<file path="config.mk">
export PLATFORM = sky130hd
export DESIGN_NAME = rs_ff_bank_ctrl
export DESIGN_NICKNAME = d
export VERILOG_FILES = /design/src/rtl/rs_ff_ctrl_pkg.sv /design/src/rtl/rr_arb2.sv /design/src/rtl/rs_ff_bank_ctrl.sv
export SDC_FILE = /design/constraint.sdc
export NUM_CORES = 1
export LEC_CHECK = 0
export ABC_AREA = 1
export BUFFER_PORTS_ARGS = -buffer_cell sky130_fd_sc_hd__buf_2
export CAP_MARGIN = 20
export CORE_MARGIN = 2
export CORE_UTILIZATION = 47
export CTS_BUF_LIST = sky130_fd_sc_hd__clkbuf_8
export CTS_CLUSTER_SIZE = 20
export DETAILED_ROUTE_END_ITERATION = 6
export PLACE_DENSITY = 0.76
export SLEW_MARGIN = 30
export SYNTH_ARGS = -nofsm -noshare
export SYNTH_HDL_FRONTEND = slang
export SYNTH_HIERARCHICAL = 1
export SYNTH_SLANG_ARGS = --single-unit
</file>
<file path="constraint.sdc">
create_clock -name clk -period 1.6 [get_ports clk]
set_clock_uncertainty 0.15 [all_clocks]
set_input_delay 0.24 -clock clk [delete_from_list [all_inputs] [get_ports clk]]
set_output_delay 0.24 -clock clk [all_outputs]
set_load 0.005 [all_outputs]
</file>
<file path="src/rtl/rs_ff_ctrl_pkg.sv">
// Shared encodings for the RS flip-flop bank controller and its arbiter.
package rs_ff_ctrl_pkg;

    typedef enum logic [1:0] {
        ST_IDLE   = 2'd0,
        ST_PULSE  = 2'd1,
        ST_SETTLE = 2'd2,
        ST_CHECK  = 2'd3
    } state_t;

    localparam logic OP_RESET = 1'b0;
    localparam logic OP_SET   = 1'b1;

    localparam logic SRC_A = 1'b0;
    localparam logic SRC_B = 1'b1;

endpackage

</file>
<file path="src/rtl/rr_arb2.sv">
// Two-input round-robin arbiter; on a tie the requester not granted last wins.
module rr_arb2
    import rs_ff_ctrl_pkg::*;
(
    input  logic clk,
    input  logic rst,
    input  logic en,
    input  logic req_a,
    input  logic req_b,
    output logic grant_a,
    output logic grant_b,
    output logic update
);

    logic last_grant_q;
    logic last_grant_d;

    // Grant decision is purely combinational so ready can be returned in the same cycle.
    always_comb begin
        grant_a      = en & req_a & (~req_b | (last_grant_q == SRC_B));
        grant_b      = en & req_b & (~req_a | (last_grant_q == SRC_A));
        update       = grant_a | grant_b;
        last_grant_d = last_grant_q;
        if (update) begin
            last_grant_d = grant_b ? SRC_B : SRC_A;
        end
    end

    // Reset to B so that A wins the first tie after reset.
    always_ff @(posedge clk or posedge rst) begin
        if (rst) begin
            last_grant_q <= SRC_B;
        end else begin
            last_grant_q <= last_grant_d;
        end
    end

endmodule

</file>
<file path="src/rtl/rs_ff_bank_ctrl.sv">
// Sequencer for a bank of clocked RS flip-flops: arbitrates two requesters,
// drives one r or s line for a fixed pulse, then checks the readback.
//
// state     | meaning
// ----------+--------------------------------------------------------------
// ST_IDLE   | waiting for a request; grant cycle captures idx/op/src
// ST_PULSE  | one r or s line high for PULSE_CYCLES cycles
// ST_SETTLE | all lines low; flip-flop q settles on this clock edge
// ST_CHECK  | cmd_done pulse with readback/bad-index error
module rs_ff_bank_ctrl
    import rs_ff_ctrl_pkg::*;
#(
    parameter int N_FF         = 4,
    parameter int IDX_W        = 2,
    parameter int PULSE_CYCLES = 2
) (
    input  logic             clk,
    input  logic             rst,
    input  logic             a_valid,
    output logic             a_ready,
    input  logic [IDX_W-1:0] a_idx,
    input  logic             a_op,
    input  logic             b_valid,
    output logic             b_ready,
    input  logic [IDX_W-1:0] b_idx,
    input  logic             b_op,
    output logic [N_FF-1:0]  ff_r,
    output logic [N_FF-1:0]  ff_s,
    input  logic [N_FF-1:0]  ff_q,
    output logic             cmd_done,
    output logic             cmd_err,
    output logic             cmd_src
);

    localparam int NSEL  = 2 ** IDX_W;
    localparam int CNT_W = (PULSE_CYCLES > 1) ? $clog2(PULSE_CYCLES) : 1;
    localparam logic [IDX_W:0] N_FF_L = (IDX_W + 1)'(N_FF);

    state_t             state_q, state_d;
    logic [CNT_W-1:0]   cnt_q, cnt_d;
    logic [IDX_W-1:0]   idx_q, idx_d;
    logic               op_q, op_d;
    logic               src_q, src_d;
    logic               bad_q, bad_d;
    logic [N_FF-1:0]    ff_r_q, ff_r_d;
    logic [N_FF-1:0]    ff_s_q, ff_s_d;

    logic               grant_a, grant_b, grant_upd;
    logic [IDX_W-1:0]   req_idx;
    logic               req_op;
    logic               req_bad;
    logic               pulse_en;
    logic [IDX_W-1:0]   pulse_idx;
    logic               pulse_op;
    logic [NSEL-1:0]    pulse_sel;
    logic [NSEL-1:0]    q_pad;

    rr_arb2 u_arb (
        .clk     (clk),
        .rst     (rst),
        .en      (state_q == ST_IDLE),
        .req_a   (a_valid),
        .req_b   (b_valid),
        .grant_a (grant_a),
        .grant_b (grant_b),
        .update  (grant_upd)
    );

    assign a_ready = grant_a;
    assign b_ready = grant_b;
    assign ff_r    = ff_r_q;
    assign ff_s    = ff_s_q;

    // Next-state, capture and next value of the registered r/s lines.
    always_comb begin
        state_d   = state_q;
        cnt_d     = cnt_q;
        idx_d     = idx_q;
        op_d      = op_q;
        src_d     = src_q;
        bad_d     = bad_q;
        pulse_en  = 1'b0;
        pulse_idx = idx_q;
        pulse_op  = op_q;
        req_idx   = grant_b ? b_idx : a_idx;
        req_op    = grant_b ? b_op  : a_op;
        req_bad   = ({1'b0, req_idx} >= N_FF_L);

        case (state_q)
            ST_IDLE: begin
                if (grant_upd) begin
                    idx_d = req_idx;
                    op_d  = req_op;
                    src_d = grant_b ? SRC_B : SRC_A;
                    bad_d = req_bad;
                    cnt_d = CNT_W'(PULSE_CYCLES - 1);
                    if (req_bad) begin
                        state_d = ST_CHECK;
                    end else begin
                        state_d   = ST_PULSE;
                        pulse_en  = 1'b1;
                        pulse_idx = req_idx;
                        pulse_op  = req_op;
                    end
                end
            end
            ST_PULSE: begin
                if (cnt_q == '0) begin
                    state_d = ST_SETTLE;
                end else begin
                    cnt_d    = cnt_q - CNT_W'(1);
                    pulse_en = 1'b1;
                end
            end
            ST_SETTLE: state_d = ST_CHECK;
            ST_CHECK: begin
                state_d = ST_IDLE;
                bad_d   = 1'b0;
            end
            default: state_d = ST_IDLE;
        endcase

        // One-hot select is built at full index width so out-of-range indices never alias a real line.
        pulse_sel            = '0;
        pulse_sel[pulse_idx] = pulse_en;
        ff_s_d = (pulse_op == OP_SET)   ? pulse_sel[N_FF-1:0] : '0;
        ff_r_d = (pulse_op == OP_RESET) ? pulse_sel[N_FF-1:0] : '0;
    end

    // Completion reporting; err/src are gated so they read 0 outside cmd_done.
    always_comb begin
        q_pad           = '0;
        q_pad[N_FF-1:0] = ff_q;
        cmd_done        = (state_q == ST_CHECK);
        cmd_err         = cmd_done & (bad_q | (q_pad[idx_q] != op_q));
        cmd_src         = cmd_done & src_q;
    end

    // State, capture registers and r/s lines; reset drops any in-flight pulse at once.
    always_ff @(posedge clk or posedge rst) begin
        if (rst) begin
            state_q <= ST_IDLE;
            cnt_q   <= '0;
            idx_q   <= '0;
            op_q    <= 1'b0;
            src_q   <= 1'b0;
            bad_q   <= 1'b0;
            ff_r_q  <= '0;
            ff_s_q  <= '0;
        end else begin
            state_q <= state_d;
            cnt_q   <= cnt_d;
            idx_q   <= idx_d;
            op_q    <= op_d;
            src_q   <= src_d;
            bad_q   <= bad_d;
            ff_r_q  <= ff_r_d;
            ff_s_q  <= ff_s_d;
        end
    end

endmodule
</file>
==> flow_metrics.tcl, run 1 <==
set metrics [dict create \
    drcViolationCount 0 \
    grt.met3_usage_pct 3.333 \
    die_y_um 48.30 \
    avgSynthCellArea_um2 8.089 \
    dp_hpwl_um 1502 \
    dieArea_mm2 0.002332 \
    io_pins 27 \
    hold_viol_final 0 \
    core_mm2 0.001902 \
    cap_violations 0 \
    grt_first_pass_wirelength_um 2967 \
    p_leak_nw 0.7877 \
    status "finished, violations left" \
    critPathKind "reg -> out" \
    antenna_left 0 \
    p_int_w 0.001362 \
    area.growth.synth_to_final_pct 56.17 \
    busiest_layer "met2" \
    layout_setup_ws_ps -89.92 \
    cts_tree "built" \
    drive_above_1_share_pct 56.02 \
    syn_inst 114 \
    wirelength_um 2435 \
    ys_warn_count 6 \
    synth_seq_area_share_pct 43.55 \
    cts_root_buf "clkbuf_8" \
    clk_pin_slew_ps 60 \
    synth_cell_type_count 17 \
    clkLatencyLatePin_ps 250 \
    power_frac_seq_pct 25.9 \
    clock_sinks 16 \
    clockPowerShare_pct 12.6 \
    arrival_ps 1300 \
    final_nets 186 \
    violations "negative setup slack" \
    cp.required_ps 1210 \
    fin_crit_sh_pct 105.6 \
    syn_nets 133 \
    rows 16 \
    fp.dieW_um 48.30 \
    htreeDepth 1 \
    setup_tns_ps -505.2 \
    cts_made_buffers 3 \
    p_total_w 0.002421 \
    start_kind "register" \
    gp_congestion 0.8496 \
    firstDrtPassIters 4 \
    grt_use_total_pct 18.57 \
    ys_ff_latch 16 \
    fin_crit_ps 1690 \
    slew_viol_final 0 \
    vias 961 \
    gr-usage-met1_pct 22.32 \
    worst_pin_slew_ps 551.2 \
    slew_headroom_pct 63.21 \
    pre_cts_ws_ps -47.17 \
    grt_pass1_vias 723 \
    setup_violations 10 \
    rsz0062_at_grt "true" \
    antenna_found_initial 0 \
    ir_worst_vdd_uv 1028 \
    worst-path-max-fanout 4 \
    portBuffers 26 \
    grt.overflow.total 0 \
    hp-class "in -> reg" \
    switching_share_pct 43.73 \
    initial_core_util_pct 48.49 \
    holdWs_ps 218.9 \
    antenna_cells 0 \
    cts_buffer_depth 2 \
    cp-end-kind "output pin" \
    syn-cell-area_um2 922.1 \
    utilization_pct 75.72 \
    power.switching_w 0.001058 \
    drtIter0Drc 44 \
    grt_max_degree 16 \
    wl_per_cell_um 12.62 \
    combPwrFrac_pct 61.5 \
    vias_per_cell 4.979 \
    use_met2_pct 32.89 \
    power_density_mw_per_mm2 1681 \
    fmax_ghz 0.5917 \
]
[state kept, by name, indices dropped and copies added (netlist names)]
| name | flops |
|---|---|
| cnt_q | 1 |
| ff_r | 4 |
| ff_s | 4 |
| idx_q | 2 |
| op_q | 1 |
| src_q | 1 |
| state_q | 2 |
| u_arb/last_grant_q | 1 |
[timing repair]
action | CTS | global route
cloned | 0 | 1
hold buffers | 1 | 0
setup endpoints to repair | 14 | 15
gates resized for setup | 9 | 21
pin swaps | 2 | 9
hold endpoints to repair | 16 | 0
buffers inserted | 4 | 6
[layer usage]
layer  routed length, µm  vias up  part of all wire (%)
li1                    -      458                     -
met1                1005      438                    41
met2                1181       52                    49
met3                 144       13                   5.9
met4                 104        0                   4.3
met5                   0        -                     0
[cells in the final DEF, fill, tap and decap left out, drive strengths merged]
cell type	n
o21ai	4
buf	46
dfrtp	15
a21oi	4
ha	5
clkinv	1
nand3	15
dfstp	1
nand2	40
clkbuf	3
inv	20
nor3	3
nor2	8
dlygate4sd3	1
[logic make-up (layout without fill, tap and decap cells)]
logic type / count (synthesis) / after routing / synth area share [%]
flip-flops: 16 / 16 / 43.56
AO/OA/AOI/OAI: 8 / 8 / 4.748
AND/OR/NAND/NOR: 65 / 66 / 36.23
adder cells (fa/ha/maj): 5 / 5 / 6.784
buffers and inverters: 20 / 71 / 8.683
[power by group through the flow]
stage	Clock [W]	Combinational (W)	Sequential [W]
6_report	0.000305	0.00149	0.000627
5_1_grt	0.000321	0.00161	0.000638
4_1_cts	0.000304	0.00117	0.000613
3_5_place_dp	0	0.00105	0.000616
3_3_place_gp	0	0.00102	0.000612
2_1_floorplan	0	0.000684	0.000610
[cell type report]
type / instances / area (µm²)
multi-input combinational: 79 / 574.3
fill: 122 / 461.7
sequential: 16 / 401.6
timing repair buffer: 47 / 300.3
inverter: 20 / 85.08
clock buffer: 3 / 41.29
tap: 27 / 33.78
clock inverter: 1 / 3.754
[through the flow]
| stage | std cells | cell area, µm² |
|---|---|---|
| 6_report | 193 | 1440 |
| 5_1_grt | 193 | 1440 |
| 4_1_cts | 186 | 1291 |
| 3_5_place_dp | 177 | 1174 |
| 3_3_place_gp | 177 | 1174 |
| 2_1_floorplan | 114 | 934.6 |
[final timing paths]
kind	startpoint	cells past startpoint	slack, ps	end
worst max register to register	state_q[0]	10	-70	ff_s[0]
worst min-delay path	b_valid	4	220	u_arb/last_grant_q
worst min register to register	src_q	2	350	src_q
min in group asynchronous	rst	3	380	u_arb/last_grant_q
max in group asynchronous	rst	3	500	src_q
worst max-delay path	state_q[0]	6	-90	a_ready
[cells in the mapped netlist, drive strengths merged]
cell,count,area (µm²)
inv,19,71.31
dfstp,1,26.28
dfrtp,15,375.4
clkinv,1,8.760
nand2,39,183.9
nor3,3,15.01
a21oi,4,23.77
nand3,15,105.1
ha,5,62.56
nor2,8,30.03
o21ai,4,20.01
[critical path: stages, from the launching register on]
cell and delay, ps:
dfrtp_1 400, inv_2 90, ha_4 170, nand2_2 80, buf_6 120, a21oi_2 80, buf_2 110
Power figures use the tool's default switching activity.
==> run 2, diff against run 1 <==
--- a/config.mk
+++ b/config.mk
@@ -7,13 +7,13 @@
 export LEC_CHECK = 0
 export ABC_AREA = 1
 export BUFFER_PORTS_ARGS = -buffer_cell sky130_fd_sc_hd__buf_2
-export CAP_MARGIN = 20
 export CORE_MARGIN = 2
 export CORE_UTILIZATION = 47
 export CTS_BUF_LIST = sky130_fd_sc_hd__clkbuf_8
 export CTS_CLUSTER_SIZE = 20
 export DETAILED_ROUTE_END_ITERATION = 6
 export PLACE_DENSITY = 0.76
+export SKIP_CTS_REPAIR_TIMING = 1
 export SLEW_MARGIN = 30
 export SYNTH_ARGS = -nofsm -noshare
 export SYNTH_HDL_FRONTEND = slang
==> run 2 against run 1 <==
The run still ends with negative setup slack left. Sequential share of layout area grew 1.5 points. Power shrank 7.4%. First-iteration DRC count shrank 52%. Largest cell class unchanged. Critical path depth is the same. Fmax grew 1.3%. Register-to-register slack gained 30 ps. Wire length shrank 10%. Non-clock buffer count shrank 5.
==> flow_metrics.tcl, run 2 (synthesis results as in run 1) <==
set metrics [dict create \
    hp-class "in -> reg" \
    reg2reg_slack_ps -40 \
    power_density_mw_per_mm2 1640 \
    place_area_mm2 0.001174 \
    antenna_left 0 \
    clock_sinks 16 \
    rsz0062_at_grt "true" \
    setup_tns_ps -206.9 \
    clockPowerShare_pct 13.6 \
    arrival_ps 1280 \
    ir_worst_vdd_uv 999.4 \
    utilization_pct 71.91 \
    layout_setup_ws_ps -68.38 \
    status "finished, violations left" \
    firstDrtPassIters 4 \
    dieArea_mm2 0.002332 \
    clkLatencyLatePin_ps 250 \
    nFillCells 141 \
    grt.overflow.total 0 \
    dp_hpwl_um 1502 \
    hold_viol_final 0 \
    switching_share_pct 42.95 \
    fin_crit_sh_pct 104.3 \
    combPwrFrac_pct 58.5 \
    grt_first_pass_wirelength_um 2835 \
    portBuffers 26 \
    worst_pin_slew_ps 553.7 \
    critPathBufInv 3 \
    p_int_w 0.001279 \
    cp.required_ps 1210 \
    fmax_ghz 0.5994 \
    cp-end-kind "output pin" \
    cts_root_buf "clkbuf_8" \
    gp_congestion 0.8496 \
    cp.depth 6 \
    antenna_cells 0 \
    r2r_end "ff_r[3]" \
    endpoint "a_ready" \
    grt_max_degree 16 \
    fp.dieW_um 48.30 \
    wirelength_um 2185 \
    r2r-start "state_q[1]" \
    vias_per_cell 4.706 \
    final_common_cell "buf_2" \
    cts_buffer_depth 2 \
    clk_pin_slew_ps 60 \
    fin_crit_ps 1668 \
    die_y_um 48.30 \
    drtIter0Drc 21 \
    setup_violations 7 \
    vias 880 \
    start_kind "register" \
    core_mm2 0.001902 \
    cts_tree "built" \
    grt_use_total_pct 17.81 \
    slew_viol_final 0 \
    slowest_delay_ps 390 \
    power_frac_seq_pct 27.9 \
    stdcell_area_mm2 0.001368 \
    htreeDepth 1 \
    violations "negative setup slack" \
    r2r_cells 9 \
    rows 16 \
    critPathKind "reg -> out" \
    drive_above_1_share_pct 53.75 \
    cp_top_family "flip-flops" \
    path_cells "inv_2 > ha_4 > nand2_4 > buf_6 > a21oi_2 > buf_2" \
    worst-path-max-fanout 4 \
    crit_start "state_q[1]" \
    cap_violations 0 \
    antenna_found_initial 0 \
    cpMaxStageDelayCell "dfrtp_1" \
    area.growth.synth_to_final_pct 48.30 \
    io_pins 27 \
    drcViolationCount 0 \
    p_leak_nw 0.7623 \
    power.switching_w 0.0009632 \
    cts_made_buffers 3 \
    slew_headroom_pct 63.05 \
    mostFrequentLayoutCells "buf_2, nand2_1, inv_1, nand2_2, dfrtp_1" \
    final_nets 180 \
    grt_pass1_vias 682 \
    initial_core_util_pct 48.49 \
    wl_per_cell_um 11.68 \
]
==> run 2: worst register-to-register path, delay by kind of cell (launching register included) <==
family,cells,cell delay (ps)
buffers and inverters,2,240
and+or+nand+nor,6,600
adders and majority gates,1,180
DFF,1,390
==> run 2: final cells by class <==
class	instances	area (µm²)	share of cell area, %
clock buffer	3	41.29	3.019
clock inverter	1	3.754	0.2745
inverter	20	85.08	6.221
multi-input combinational	78	539.3	39.43
sequential	16	401.6	29.37
tap	27	33.78	2.470
timing repair buffer	42	262.8	19.21
==> run 2: per-stage QoR <==
stage | total power (W) | setup slack, ps | std cells | hold WS (ps)
3_5_place_dp | 0.001668 | -47.17 | 177 | 100.6
3_3_place_gp | 0.001628 | 3.509 | 177 | 91.95
5_1_grt | 0.002393 | -137.8 | 187 | 245.1
4_1_cts | 0.001972 | -96.02 | 181 | -158.7
2_1_floorplan | 0.001294 | 13.06 | 114 | -20.30
6_report | 0.002242 | -68.38 | 187 | 217.0
==> run 2: worst min path at each step <==
stage	start	to	slack, ps	cells after the start
after floorplan	rst	u_arb/last_grant_q	-20	1
after global placement	rst	u_arb/last_grant_q	90	2
after detailed placement	rst	u_arb/last_grant_q	100	2
after CTS	rst	u_arb/last_grant_q	-160	2
after global routing	b_valid	u_arb/last_grant_q	250	4
final	b_valid	u_arb/last_grant_q	220	4
==> run 2: metal layers <==
layer  up-vias  part of all wire [%]  wire length, µm  GRT usage, %
met4         0                  0.37                8         6.486
met5         -                     0                0             0
met2        23                    52             1136         30.79
li1        446                     -                -             -
met3         2                   3.5               77         3.333
met1       409                    44              962         21.87
==> run 2: power groups by stage <==
stage               clock (W)  sequential, W  combinational (W)
floorplan                   0       0.000610           0.000684
global placement            0       0.000612            0.00102
detailed placement          0       0.000616            0.00105
CTS                  0.000304       0.000610            0.00106
global route         0.000318       0.000639            0.00144
finish               0.000304       0.000626            0.00131
==> run 3, diff against run 2 <==
--- a/config.mk
+++ b/config.mk
@@ -8,11 +8,11 @@
 export ABC_AREA = 1
 export BUFFER_PORTS_ARGS = -buffer_cell sky130_fd_sc_hd__buf_2
 export CORE_MARGIN = 2
-export CORE_UTILIZATION = 47
+export CORE_UTILIZATION = 40
 export CTS_BUF_LIST = sky130_fd_sc_hd__clkbuf_8
 export CTS_CLUSTER_SIZE = 20
 export DETAILED_ROUTE_END_ITERATION = 6
-export PLACE_DENSITY = 0.76
+export PLACE_DENSITY = 0.67
 export SKIP_CTS_REPAIR_TIMING = 1
 export SLEW_MARGIN = 30
 export SYNTH_ARGS = -nofsm -noshare
==> run 3 against run 2 <==
The run still ends with negative setup slack left. Core utilization fell by 9.3 points. Critical path depth unchanged. Fmax fell by 2.0%. Die area rose by 16%. Via count up 3.3%. Cell area grew 0.37%. Power is 2.2% higher. Sequential cell count unchanged. Critical path type unchanged.
==> flow_metrics.tcl, run 3 (synthesis results as in run 1) <==
set metrics [dict create \
    grt_max_degree 16 \
    cap_violations 0 \
    r2r-start "state_q[1]" \
    arrival_ps 1310 \
    worst_pin_slew_ps 568.3 \
    portBuffers 26 \
    r2r_end "ff_r[1]" \
    htreeDepth 1 \
    hold_depth 3 \
    gp_congestion 0.8081 \
    layout_setup_ws_ps -102.8 \
    cp.required_ps 1210 \
    final_common_cell "buf_2" \
    wl_per_cell_um 13.12 \
    place_area_mm2 0.001167 \
    stdcell_area_mm2 0.001373 \
    mostFrequentLayoutCells "buf_2, nand2_1, dfrtp_1" \
    violations "negative setup slack" \
    fin_cells 189 \
    initial_core_util_pct 42.09 \
    hp-class "in -> reg" \
    p_leak_nw 0.7678 \
    clk_pin_slew_ps 60 \
    io_pins 27 \
    dp.cells 177 \
    fin_crit_ps 1703 \
    grt_use_total_pct 17.44 \
    antenna_cells 0 \
    min_from "b_valid" \
    status "finished, violations left" \
    ir_worst_vdd_uv 1203 \
    antenna_found_initial 0 \
    fin_crit_sh_pct 106.4 \
    worst-path-max-fanout 4 \
    reg2reg_slack_ps -100 \
    cts_made_buffers 3 \
    antenna_left 0 \
    core_mm2 0.002191 \
    vias 909 \
    critPathKind "reg -> out" \
    fmax_ghz 0.5873 \
    crit_start "state_q[1]" \
    start_kind "register" \
    dp_hpwl_um 1656 \
    p_total_w 0.002291 \
    clock_sinks 16 \
    drive_above_1_share_pct 54.66 \
    wirelength_um 2479 \
    dieArea_mm2 0.002706 \
    nFillCells 182 \
    cp-end-kind "output pin" \
    slew_viol_final 0 \
    r2r_cells 10 \
    vias_per_cell 4.810 \
    fp.dieW_um 52.02 \
    cts_buffer_depth 2 \
    clkLatencyLatePin_ps 250 \
    cts_tree "built" \
    final_nets 181 \
    area.growth.synth_to_final_pct 48.85 \
    power_density_mw_per_mm2 1669 \
    hold_viol_final 0 \
    firstDrtPassIters 4 \
    hold_end "u_arb/last_grant_q" \
    grt_first_pass_wirelength_um 3332 \
    drtIter0Drc 12 \
    rsz0062_at_grt "true" \
    rows 17 \
    die_y_um 52.02 \
    slew_headroom_pct 62.07 \
    grt_pass1_vias 768 \
    cts_root_buf "clkbuf_8" \
    grt.overflow.total 0 \
    drcViolationCount 0 \
    setup_violations 12 \
]
==> run 3: report_power, final <==
| part | switching [W] | total [W] | internal [W] |
|---|---|---|---|
| Combinational | 0.000734 | 0.00130 | 0.000565 |
| Clock | 0.000146 | 0.000364 | 0.000219 |
| Sequential | 0.0000931 | 0.000627 | 0.000534 |
| Total | 0.000973 | 0.00229 | 0.00132 |
==> run 3: worst max path at each step <==
stage | cells past startpoint | to
finish | 6 | a_ready
detailed placement | 9 | ff_s[3]
global placement | 9 | ff_s[3]
floorplan | 10 | ff_s[0]
global route | 9 | ff_r[3]
CTS | 6 | a_ready
==> run 3: final cells by class <==
| class | count | area [µm²] | share of cell area (%) |
|---|---|---|---|
| Timing Repair Buffer | 43 | 267.8 | 19.51 |
| Inverter | 20 | 82.58 | 6.016 |
| Multi-Input combinational cell | 78 | 530.5 | 38.65 |
| Clock buffer | 4 | 55.05 | 4.011 |
| Tap cell | 28 | 35.03 | 2.552 |
| Sequential cell | 16 | 401.6 | 29.26 |
==> run 3: per-layer routing <==
metal	up-vias	share of wire (%)	GRT usage (%)
li1	444	-	-
met1	428	41	20.40
met2	29	50	27.43
met3	8	5.1	3.448
met4	0	3.5	14.04
met5	-	0	0
==> run 3: critical path: stages (launching register included) <==
cell,delay (ps)
dfrtp_1,390
inv_2,80
ha_4,170
nand2_4,60
buf_6,120
a21oi_2,110
buf_2,120
==> run 3: through the flow <==
step | util [%] | setup slack [ps] | setup TNS (ps) | hold WS [ps]
6_report | 62.65 | -102.8 | -585.7 | 147.8
3_5_place_dp | 53.28 | -61.61 | -172.4 | 99.22
5_1_grt | 62.65 | -201.9 | -1791 | 157.6
3_3_place_gp | 53.28 | -35.32 | -49.75 | 93.41
2_1_floorplan | - | 13.06 | 0 | -20.30
4_1_cts | 55.80 | -103.5 | -663.0 | -170.9
